[config.mk]
export PLATFORM = sky130hd
export DESIGN_NAME = game_io_adapter
export DESIGN_NICKNAME = d
export VERILOG_FILES = /design/src/rtl/game_io_adapter.sv
export SDC_FILE = /design/constraint.sdc
export NUM_CORES = 1
export LEC_CHECK = 0
export ABC_AREA = 1
export CORE_MARGIN = 2
export CORE_UTILIZATION = 30
export DETAILED_ROUTE_END_ITERATION = 7
export DONT_BUFFER_PORTS = 1
export GPL_TIMING_DRIVEN = 1
export HOLD_SLACK_MARGIN = 0.08
export PLACE_DENSITY = 0.41
export SYNTH_ARGS = -nofsm -noshare
export SYNTH_HDL_FRONTEND = slang
export SYNTH_SLANG_ARGS = --single-unit
[constraint.sdc]
create_clock -name clk -period 3.61 [get_ports clk]
set_input_delay 0.722 -clock clk [delete_from_list [all_inputs] [get_ports clk]]
set_output_delay 0.722 -clock clk [all_outputs]
set_load 0.02 [all_outputs]
[src/rtl/game_io_adapter.sv]
// Board-side adapter for an 8bitworkshop game core: pixel clock/enable divider,
// key synchronise + debounce, and frame-stepped paddle positions.
module game_io_adapter #(
    parameter int CLK_DIV   = 2,
    parameter int NKEYS     = 4,
    parameter int DB_CYCLES = 20000,
    parameter int PAD_W     = 8,
    parameter int PAD_STEP  = 2,
    parameter int PAD_INIT  = 128
) (
    input  logic             clk,
    input  logic             reset,
    input  logic [NKEYS-1:0] keys,
    input  logic             vsync_in,
    output logic             pix_ce,
    output logic             pix_clk,
    output logic [NKEYS-1:0] keys_db,
    output logic [NKEYS-1:0] key_press,
    output logic             frame_tick,
    output logic [PAD_W-1:0] hpaddle,
    output logic [PAD_W-1:0] vpaddle
);

    localparam int CNT_W = (CLK_DIV > 1) ? $clog2(CLK_DIV) : 1;
    localparam int DBC_W = $clog2(DB_CYCLES + 1);
    localparam logic [CNT_W-1:0] CNT_MAX  = CNT_W'(CLK_DIV - 1);
    localparam logic [CNT_W-1:0] CNT_HALF = CNT_W'(CLK_DIV / 2);
    localparam logic [DBC_W-1:0] DBC_MAX  = DBC_W'(DB_CYCLES - 1);
    localparam logic [PAD_W:0]   STEP_X   = (PAD_W + 1)'(PAD_STEP);
    localparam logic [PAD_W-1:0] PAD_RST  = PAD_W'(PAD_INIT);

    logic [CNT_W-1:0]            cnt_q, cnt_d;
    logic                        pix_ce_q, pix_ce_d;
    logic                        pix_clk_q, pix_clk_d;
    logic [NKEYS-1:0]            key_s1_q, key_s2_q;
    logic                        vs_s1_q, vs_s2_q, vs_prev_q;
    logic [NKEYS-1:0][DBC_W-1:0] dbc_q, dbc_d;
    logic [NKEYS-1:0]            keys_db_q, keys_db_d;
    logic [NKEYS-1:0]            db_prev_q;
    logic [NKEYS-1:0]            key_press_q, key_press_d;
    logic                        frame_tick_q, frame_tick_d;
    logic [PAD_W-1:0]            hpaddle_q, hpaddle_d;
    logic [PAD_W-1:0]            vpaddle_q, vpaddle_d;

    // Widen by one bit so underflow/overflow shows up in the top bit before clamping.
    function automatic logic [PAD_W-1:0] step_pad(input logic [PAD_W-1:0] pos,
                                                  input logic dec, input logic inc);
        logic [PAD_W:0] res;
        step_pad = pos;
        if (dec && !inc) begin
            res      = {1'b0, pos} - STEP_X;
            step_pad = res[PAD_W] ? '0 : res[PAD_W-1:0];
        end else if (inc && !dec) begin
            res      = {1'b0, pos} + STEP_X;
            step_pad = res[PAD_W] ? '1 : res[PAD_W-1:0];
        end
    endfunction

    always_comb begin
        cnt_d     = (cnt_q == CNT_MAX) ? '0 : cnt_q + 1'b1;
        pix_ce_d  = (cnt_q == CNT_MAX);
        pix_clk_d = (CLK_DIV > 1) && (cnt_d >= CNT_HALF);
    end

    always_comb begin
        keys_db_d = keys_db_q;
        dbc_d     = dbc_q;
        for (int i = 0; i < NKEYS; i++) begin
            if (key_s2_q[i] != keys_db_q[i]) begin
                if (dbc_q[i] == DBC_MAX) begin
                    keys_db_d[i] = key_s2_q[i];
                    dbc_d[i]     = '0;
                end else begin
                    dbc_d[i] = dbc_q[i] + 1'b1;
                end
            end else begin
                dbc_d[i] = '0;
            end
        end
        key_press_d  = keys_db_q & ~db_prev_q;
        frame_tick_d = vs_s2_q & ~vs_prev_q;
    end

    // Paddles move only on the frame tick, using the debounced levels of that cycle.
    always_comb begin
        hpaddle_d = hpaddle_q;
        vpaddle_d = vpaddle_q;
        if (frame_tick_q) begin
            hpaddle_d = step_pad(hpaddle_q, keys_db_q[0], keys_db_q[1]);
            vpaddle_d = step_pad(vpaddle_q, keys_db_q[2], keys_db_q[3]);
        end
    end

    always_ff @(posedge clk or posedge reset) begin
        if (reset) begin
            cnt_q        <= '0;
            pix_ce_q     <= 1'b0;
            pix_clk_q    <= 1'b0;
            key_s1_q     <= '0;
            key_s2_q     <= '0;
            vs_s1_q      <= 1'b0;
            vs_s2_q      <= 1'b0;
            vs_prev_q    <= 1'b0;
            dbc_q        <= '0;
            keys_db_q    <= '0;
            db_prev_q    <= '0;
            key_press_q  <= '0;
            frame_tick_q <= 1'b0;
            hpaddle_q    <= PAD_RST;
            vpaddle_q    <= PAD_RST;
        end else begin
            cnt_q        <= cnt_d;
            pix_ce_q     <= pix_ce_d;
            pix_clk_q    <= pix_clk_d;
            key_s1_q     <= keys;
            key_s2_q     <= key_s1_q;
            vs_s1_q      <= vsync_in;
            vs_s2_q      <= vs_s1_q;
            vs_prev_q    <= vs_s2_q;
            dbc_q        <= dbc_d;
            keys_db_q    <= keys_db_d;
            db_prev_q    <= keys_db_q;
            key_press_q  <= key_press_d;
            frame_tick_q <= frame_tick_d;
            hpaddle_q    <= hpaddle_d;
            vpaddle_q    <= vpaddle_d;
        end
    end

    assign pix_ce     = pix_ce_q;
    assign pix_clk    = pix_clk_q;
    assign keys_db    = keys_db_q;
    assign key_press  = key_press_q;
    assign frame_tick = frame_tick_q;
    assign hpaddle    = hpaddle_q;
    assign vpaddle    = vpaddle_q;

endmodule
==> flow_metrics.env <==
export IMPL_crit_fanout=9
export IMPL_finalNetCount=728
export IMPL_num_fill_cells=1904
export IMPL_hp_class="input port to asynchronous set/reset pin"
export IMPL_insertion_delay_ns=0.34
export IMPL_pwr_share_clk=0.440
export IMPL_grt_total_usage=0.135
export IMPL_hold_viol_final=0
export IMPL_cp_end_kind="flip-flop"
export IMPL_clkSinkCount=102
export IMPL_status="complete, but fails checks"
export IMPL_cts_tree="done"
export IMPL_core_um2=18100
export IMPL_grt_pass1_wl_um=21600
export IMPL_leakagePower_nw=2.73
export IMPL_yosysSeqAreaShare=0.460
export IMPL_synth_avg_cell_area_um2=7.87
export IMPL_grt_overflow=0
export IMPL_vias=4461
export IMPL_r2r_slack_ns=1.72
export IMPL_cts_made_buffers=9
export IMPL_stdcell_count=943
export IMPL_clk_pin_slew_ns=0.06
export IMPL_max_freq_mhz=529
export IMPL_arrival_ns=2.12
export IMPL_start_util=0.307
export IMPL_hold_ws_ns=0.323
export IMPL_drt_total_wl_um=12500
export IMPL_layout_min_cycle_time_ns=1.89
export IMPL_syn_inst=706
export IMPL_rsz0062_at_grt="no"
export IMPL_grt_max_degree=57
export IMPL_setup_viol=0
export IMPL_worst_ep_required_time_ns=3.84
export IMPL_violations="design-rule violations"
export IMPL_netlist_area_leader_share=0.451
export IMPL_synth_nets=723
export IMPL_portBuffers=0
export IMPL_swShare=0.212
export IMPL_dp_cells=929
export IMPL_ir_drop_mv=0.236
export IMPL_h_tree_depth=3
export IMPL_final_max_slew_viol_count=0
export IMPL_io_pins=34
export IMPL_fin_crit_sh=0.523
export IMPL_die_w_um=140
export IMPL_fp_row_count=49
export IMPL_p_int_mw=1.75
export IMPL_comb_power_share=0.030
export IMPL_seq_power_share=0.530
export IMPL_die_area_um2=19600
export IMPL_globalplace_congestion=0.830
export IMPL_p_per_area_nw_per_um2=362
export IMPL_path_class="flip-flop to flip-flop"
export IMPL_synth_distinct_cells=36
export IMPL_cts_resized=0
export IMPL_synthTopCellsByArea="dfrtp_1, nand2_1, nor2_1, nand3_1, inv_1"
export IMPL_cts_root_buf="clkbuf_16"
export IMPL_drc=3
export IMPL_synth_edff_count=0
export IMPL_dr_pass1_iters=7
export IMPL_switchingPower_mw=0.468
export IMPL_area_growth_pct=10.1
export IMPL_cts_setup_buffers=0
export IMPL_viasPerCell=4.73
export IMPL_drive_gt1_frac=0.104
export IMPL_maxCapViolations=0
export IMPL_grt_pass1_vias=4345
export IMPL_skew_ns=0.00516
export IMPL_synthArstFlopShare=1.00
export IMPL_die_h_um=140
export IMPL_ctsHoldBuffers=0
export IMPL_diodes=0
export IMPL_yosysWarnings=0
export IMPL_antenna_found_initial=0
export IMPL_wire_per_inst_um=13.2
export IMPL_drt_iter0_markers=220
export IMPL_ys_ff_latch=102
export IMPL_worst_pin_slew_ns=0.614
export IMPL_post_dp_hpwl_um=9170
export IMPL_relSlewSlack=0.590
export IMPL_syn_cell_area_um2=5550
export IMPL_synth_area_leader_cell="dfrtp_1"
export IMPL_setup_tns_ns=0
export IMPL_cts_buffer_depth=2
export IMPL_ant_nets=0
export IMPL_ys_flop_type="dfrtp_1"
export IMPL_start_kind="flip-flop"
==> power by group through the flow <==
stage | sequential [mW] | combinational [mW] | clock (mW)
5_1_grt | 1.18 | 0.0790 | 1.07
6_report | 1.17 | 0.0657 | 0.975
3_3_place_gp | 1.20 | 0.0701 | 0
2_1_floorplan | 1.19 | 0.0506 | 0
4_1_cts | 1.17 | 0.0703 | 1.03
3_5_place_dp | 1.20 | 0.0701 | 0
==> critical path, cell delays in order, from the launching register on <==
cell and delay [ns]:
dfrtp_1 0.54, inv_1 0.15, ha_1 0.29, nor2_1 0.38, inv_2 0.17, a21oi_1 0.16, a21oi_1 0.08
==> flip-flops by register name, indices dropped and copies added (netlist names) <==
| signal | flops |
|---|---|
| cnt_q | 1 |
| db_prev_q | 4 |
| dbc_q | 60 |
| frame_tick | 1 |
| hpaddle | 8 |
| key_press | 4 |
| key_s1_q | 4 |
| key_s2_q | 4 |
| keys_db | 4 |
| pix_ce | 1 |
| vpaddle | 8 |
| vs_prev_q | 1 |
| vs_s1_q | 1 |
| vs_s2_q | 1 |
==> per-layer routing <==
metal  track usage  up-vias  part of all wire
met4        0.0292        0             0.013
li1              -     2280                 -
met1         0.181     2102              0.48
met2         0.219       65              0.46
met3        0.0379       14             0.041
met5             0        -                 0
==> cell usage after synthesis (2+ instances only) <==
master / n
a21oi_1: 15
buf_2: 3
buf_4: 2
clkbuf_1: 2
dfrtp_1: 100
dfstp_2: 2
ha_1: 10
inv_1: 77
inv_2: 9
nand2_1: 148
nand2_2: 6
nand3_1: 65
nand3_2: 10
nand4_1: 21
nor2_1: 122
nor2_2: 15
nor2_4: 4
nor3_1: 11
nor3_2: 8
nor3_4: 2
nor3b_1: 2
nor4_1: 3
o21ai_0: 19
o21ai_1: 12
o21bai_1: 3
xnor2_1: 6
xor2_1: 20
==> path summary, 6_finish.rpt <==
kind | endpoint | cells after the start | startpoint
min in group clk | vs_s2_q | 0 | vs_s1_q
setup / recovery | vpaddle[2] | 6 | keys_db[3]
max in group asynchronous | vpaddle[7] | 2 | reset
hold reg to reg | vs_s2_q | 0 | vs_s1_q
hold / removal | keys_db[1] | 1 | reset
setup reg to reg | vpaddle[2] | 6 | keys_db[3]
==> layout by cell type, fill, tap and decap left out, types with 3 or more instances in the layout <==
| master | Yosys | routed |
|---|---|---|
| a21oi_1 | 15 | 15 |
| clkbuf_16 | 0 | 9 |
| dfrtp_1 | 100 | 100 |
| ha_1 | 10 | 10 |
| inv_1 | 77 | 76 |
| inv_2 | 9 | 9 |
| nand2_1 | 148 | 148 |
| nand2_2 | 6 | 6 |
| nand3_1 | 65 | 65 |
| nand3_2 | 10 | 10 |
| nand4_1 | 21 | 21 |
| nor2_1 | 122 | 122 |
| nor2_2 | 15 | 15 |
| nor2_4 | 4 | 4 |
| nor3_1 | 11 | 11 |
| nor3_2 | 8 | 8 |
| nor4_1 | 3 | 3 |
| o21ai_0 | 19 | 19 |
| o21ai_1 | 12 | 12 |
| o21bai_1 | 3 | 3 |
| xnor2_1 | 6 | 6 |
| xor2_1 | 20 | 20 |
==> cells by family after synthesis <==
family / count (synthesis) / share of synthesized area
AND/OR/NAND/NOR: 421 / 0.357
flip-flops: 102 / 0.460
buffers and inverters: 93 / 0.0649
AO/OA/AOI/OAI: 53 / 0.0518
XOR/XNOR: 27 / 0.0439
adder cells (fa/ha/maj): 10 / 0.0225
==> stage by stage <==
| stage | power [mW] | setup slack (ns) | util | cell area, µm² |
|---|---|---|---|---|
| after global placement | 1.27 | 1.77 | 0.322 | 5820 |
| after global routing | 2.33 | 1.51 | 0.338 | 6110 |
| after floorplan | 1.24 | 0.216 | - | 5550 |
| final | 2.21 | 1.72 | 0.338 | 6110 |
| after CTS | 2.27 | 1.68 | 0.338 | 6110 |
| after detailed placement | 1.27 | 1.70 | 0.322 | 5820 |
==> area by class of cell <==
type / instances / area, µm² / share of cell area
inverter: 86 / 325 / 0.0532
timing repair buffer: 1 / 20.0 / 0.00327
clock buffer: 13 / 260 / 0.0426
sequential: 102 / 2550 / 0.418
multi-input combinational: 511 / 2640 / 0.431
clock inverter: 1 / 30.0 / 0.00491
tap: 229 / 287 / 0.0469
(Power assumes the default switching activity.)
